$ cat src/rtl/pipe_skid_stage.sv
// Elastic pipeline-stage register with a 2-entry skid buffer; in_ready is a decode of state flops only.
// Optional perf counters (stall_cnt, flush_cnt) are enabled by defining PIPE_STAGE_PERF_EN.
module pipe_skid_stage #(
  parameter int DATA_W = 16,
  parameter int CTRL_W = 8,
  parameter int CNT_W  = 16
) (
  input  logic              clk,
  input  logic              rst_n,
  input  logic              flush,
  input  logic              in_valid,
  output logic              in_ready,
  input  logic [DATA_W-1:0] in_data,
  input  logic [CTRL_W-1:0] in_ctrl,
  output logic              out_valid,
  input  logic              out_ready,
  output logic [DATA_W-1:0] out_data,
  output logic [CTRL_W-1:0] out_ctrl,
  output logic [1:0]        occupancy
`ifdef PIPE_STAGE_PERF_EN
  ,
  output logic [CNT_W-1:0]  stall_cnt,
  output logic [CNT_W-1:0]  flush_cnt
`endif
);

  typedef struct packed {
    logic [DATA_W-1:0] data;
    logic [CTRL_W-1:0] ctrl;
  } beat_t;

  typedef enum logic [1:0] {EMPTY = 2'd0, FULL = 2'd1, SKID = 2'd2} state_t;

  state_t state, state_nxt;
  beat_t  main_q, skid_q, in_beat;
  logic   in_fire, out_fire;
  logic   ld_main_in, ld_main_skid, ld_skid, clr_main, clr_skid;

  assign in_beat   = '{data: in_data, ctrl: in_ctrl};
  assign out_valid = (state != EMPTY);
  assign in_ready  = (state != SKID);
  assign occupancy = (state == SKID) ? 2'd2 : (state == FULL) ? 2'd1 : 2'd0;
  assign out_data  = main_q.data;
  assign out_ctrl  = main_q.ctrl;
  assign in_fire   = in_valid & in_ready & ~flush;
  assign out_fire  = out_valid & out_ready;

  always_ff @(posedge clk or negedge rst_n) begin
    if (!rst_n) state <= EMPTY;
    else        state <= state_nxt;
  end

  always_comb begin
    state_nxt    = state;
    ld_main_in   = 1'b0;
    ld_main_skid = 1'b0;
    ld_skid      = 1'b0;
    clr_main     = 1'b0;
    clr_skid     = 1'b0;
    case (state)
      EMPTY: if (in_fire) begin
        state_nxt  = FULL;
        ld_main_in = 1'b1;
      end
      FULL: begin
        if (in_fire && out_fire) begin
          ld_main_in = 1'b1;
        end else if (in_fire) begin
          state_nxt = SKID;
          ld_skid   = 1'b1;
        end else if (out_fire) begin
          state_nxt = EMPTY;
          clr_main  = 1'b1;
        end
      end
      SKID: if (out_fire) begin
        state_nxt    = FULL;
        ld_main_skid = 1'b1;
        clr_skid     = 1'b1;
      end
      default: state_nxt = EMPTY;
    endcase
    // Flush wins: any completing out_fire is already sampled downstream, so just drop everything.
    if (flush) begin
      state_nxt    = EMPTY;
      ld_main_in   = 1'b0;
      ld_main_skid = 1'b0;
      ld_skid      = 1'b0;
      clr_main     = 1'b1;
      clr_skid     = 1'b1;
    end
  end

  // Only ctrl is zeroed on a bubble; stale data is harmless once write enables are inert.
  always_ff @(posedge clk or negedge rst_n) begin
    if (!rst_n) begin
      main_q <= '0;
      skid_q <= '0;
    end else begin
      if (ld_main_in)        main_q      <= in_beat;
      else if (ld_main_skid) main_q      <= skid_q;
      else if (clr_main)     main_q.ctrl <= '0;
      if (ld_skid)           skid_q      <= in_beat;
      else if (clr_skid)     skid_q.ctrl <= '0;
    end
  end

`ifdef PIPE_STAGE_PERF_EN
  localparam logic [CNT_W-1:0] CNT_ONE = {{(CNT_W-1){1'b0}}, 1'b1};

  always_ff @(posedge clk or negedge rst_n) begin
    if (!rst_n) begin
      stall_cnt <= '0;
      flush_cnt <= '0;
    end else begin
      if (out_valid && !out_ready && !(&stall_cnt))    stall_cnt <= stall_cnt + CNT_ONE;
      if (flush && (state != EMPTY) && !(&flush_cnt)) flush_cnt <= flush_cnt + CNT_ONE;
    end
  end
`endif

endmodule

$ cat config.mk
export PLATFORM = sky130hd
export DESIGN_NAME = pipe_skid_stage
export DESIGN_NICKNAME = d
export VERILOG_FILES = /design/src/rtl/pipe_skid_stage.sv
export SDC_FILE = /design/constraint.sdc
export NUM_CORES = 1
export LEC_CHECK = 0
export CAP_MARGIN = 15
export CORE_MARGIN = 1.5
export CORE_UTILIZATION = 44
export DETAILED_ROUTE_END_ITERATION = 6
export PLACE_DENSITY = 0.72
export RECOVER_POWER = 25
export SKIP_LAST_GASP = 1
export SYNTH_ARGS = -nofsm -noshare
export SYNTH_HDL_FRONTEND = slang
export SYNTH_SLANG_ARGS = --single-unit
$ cat constraint.sdc
create_clock -name clk -period 1.9 [get_ports clk]
set_input_delay 0.285 -clock clk [delete_from_list [all_inputs] [get_ports clk]]
set_output_delay 0.285 -clock clk [all_outputs]
set_load 0.02 [all_outputs]
==> metrics.yaml <==
synthesis:
  netlist_area_sq_um: 2420
  synth.distinct_cells: 31
  yosysWarnings: 0
  ys_seq_area_share_pct: 51.8
  syn_nets: 194
  avgSynthCellArea_sq_um: 14.7
  synthCells: 165
  synth_seq_cells: 50
power:
  p_sw_share_pct: 26.6
  combPwrFrac_pct: 27.0
  p_sw_uw: 764
  p_int_uw: 2110
  p_leak_uw: 0.00145
  p_per_area_nw_per_um2: 888
  clockPowerShare_pct: 26.0
  vdd_drop_max_uv: 586
  p_seq_share_pct: 47.0
clock_tree:
  cts_setup_buffers: 0
  cts_max_path_buffers: 2
  path_clk_slew_ps: 90
  cts_sinks: 50
  insertion_delay_ps: 300
  cts_tree: "yes"
  root_buffer: "clkbuf_8"
  cts_htree_levels: 2
  numCtsBuffers: 5
layout:
  antenna_cells: 0
  drive_gt1_share_pct: 37.3
  final_nets: 261
  area_growth_pct: 34.0
  final_core_util_pct: 62.2
  fin_area_sq_um: 3240
sta:
  fin_crit_sh_pct: 91.7
  period_minus_slack_ps: 1740
  setup_violations: 0
  fin_skew_ps: 6.12
  fin_ws_ps: 157
  finalHoldViolCount: 0
  whs_ps: 508
  finalMaxSlewViolations: 0
  fmax_mhz: 574
  finalSetupTns_ps: 0
  tightest_slew_ps: 894
  rsz0062_at_grt: "false"
  relSlewSlack_pct: 39.9
drt:
  via_per_inst: 5.30
  wl_per_cell_microns: 16.9
  drtIter0Drc: 88
  dr.pass1.iters: 4
  drtAntennaViolNets: 0
  route.vias.total: 1607
  detail_route.drc_violations: 0
  wl_microns: 5110
worst_setup_path:
  crit_required_ps: 2090
  worst_ep_arrival_time_ps: 1930
  worstPathMaxFanout: 13
  worstSetupPathType: "register to register"
  cp-end-kind: "register"
  start_kind: "register"
floorplan:
  core_sq_um: 5200
  num_rows: 26
  io_pins: 57
  die_area_sq_um: 5950
  die_x_microns: 77.1
  initial_utilization_pct: 46.4
  die_y_microns: 77.1
flow_run:
  max_cap_viol_count: 0
placed_design:
  dpl_cell_area_sq_um: 3120
  gp_congestion: 0.847
  post-place-ws_ps: -125
  port_buffers: 56
  dp_hpwl_microns: 3760
global_routing:
  grt_pass1_wl_microns: 8770
  grtUsageTotal_pct: 18.7
  grt_pass1_vias: 1728
  grt_start_max_net_pins: 29
  grt_overflow: 0
  antenna_found_initial: 0
worst_hold_path:
  min_path_type: "register to register"
status:
  status: "finished, final reports clean"
power groups by stage:
stage / sequential (uW) / combinational, uW / clock, uW
global placement: 1360 / 750 / 0
CTS: 1350 / 786 / 770
floorplan: 1440 / 353 / 0
finish: 1350 / 776 / 749
detailed placement: 1370 / 783 / 0
global route: 1380 / 830 / 818
critical path, stage by stage (launching register included):
cell and delay (ps):
dfrtp_1 460, and4bb_1 390, buf_12 170, mux2_2 340, mux2_2 270
stage by stage:
| stage | power, uW | instances |
|---|---|---|
| 6_report | 2880 | 303 |
| 5_1_grt | 3030 | 303 |
| 4_1_cts | 2910 | 303 |
| 3_5_place_dp | 2160 | 294 |
| 3_3_place_gp | 2110 | 294 |
| 2_1_floorplan | 1800 | 165 |
area by class of cell:
cell class,instances,area [sq um]
repair buffers,72,739
clock inverters,2,37.5
inverters,2,7.51
clock buffers,6,72.6
well taps,70,87.6
multi-input cells,101,1040
flip-flops and latches,50,1250
fillers,407,1970
metal layers:
| layer | global-route usage, % | up-vias | part of all wire (%) |
|---|---|---|---|
| li1 | - | 737 | - |
| met5 | 0 | - | 0 |
| met3 | 4.05 | 12 | 4.5 |
| met4 | 7.82 | 0 | 2.5 |
| met2 | 31.2 | 45 | 50 |
| met1 | 23.5 | 813 | 43 |
Yosys cell counts (all sizes together):
cell | number | area share, %
and4bb | 1 | 0.52
a211oi | 1 | 0.31
nand2b | 2 | 0.52
nor2b | 8 | 2.1
buf | 10 | 4.5
nand3 | 1 | 0.41
or2 | 1 | 0.26
dfrtp | 50 | 52
o221a | 1 | 0.47
nand2 | 2 | 0.31
or3 | 1 | 0.26
o21a | 1 | 0.31
a22o | 8 | 2.9
clkbuf | 2 | 0.36
mux2i | 1 | 0.41
mux2 | 56 | 28
or2b | 1 | 0.31
nor3 | 1 | 0.21
a32o | 8 | 3.3
o221ai | 1 | 0.62
nand3b | 1 | 0.83
and2b | 2 | 0.67
a21oi | 2 | 0.41
or3b | 1 | 0.36
inv | 2 | 0.31
path summary, 6_finish.rpt:
kind	end	slack (ps)	from	cells after the start
worst max-delay path	out_data[12]	160	state[0]	4
worst min-delay path	skid_q[9]	510	skid_q[9]	1
worst max register to register	out_data[12]	160	state[0]	4
worst min register to register	skid_q[9]	510	skid_q[9]	1
max in group asynchronous	state[1]	800	rst_n	3
min in group asynchronous	skid_q[3]	520	rst_n	2
cells in the final DEF, fill, tap and decap left out, types with 2 or more instances in the layout:
| cell type | n |
|---|---|
| a21oi_1 | 2 |
| a22o_1 | 8 |
| a32o_1 | 8 |
| buf_12 | 5 |
| buf_4 | 10 |
| clkbuf_8 | 5 |
| clkdlybuf4s50_1 | 51 |
| dfrtp_1 | 49 |
| dlygate4sd2_1 | 3 |
| inv_1 | 2 |
| mux2_2 | 46 |
| mux2_4 | 10 |
| nand2_1 | 2 |
| nand2b_1 | 2 |
| nor2b_1 | 8 |
cell families (layout without fill, tap and decap cells):
family	Yosys count	in the layout	synth area share [%]
mux	57	57	28.1
buf+inv	14	82	5.12
flops	50	50	51.8
compound gates	22	22	8.33
simple gates	22	22	6.73
sequential cells by signal, summed over array words and instances (netlist names):
| signal | cells |
|---|---|
| state | 2 |
| skid_q | 24 |
| out_data | 16 |
| out_ctrl | 8 |
what timing repair did:
item,in CTS,in global routing
setup endpoints to repair,4,1
pin swaps,0,0
hold buffers,1,0
hold endpoints to repair,22,0
gates resized for setup,4,1
Power figures use the tool's default switching activity.
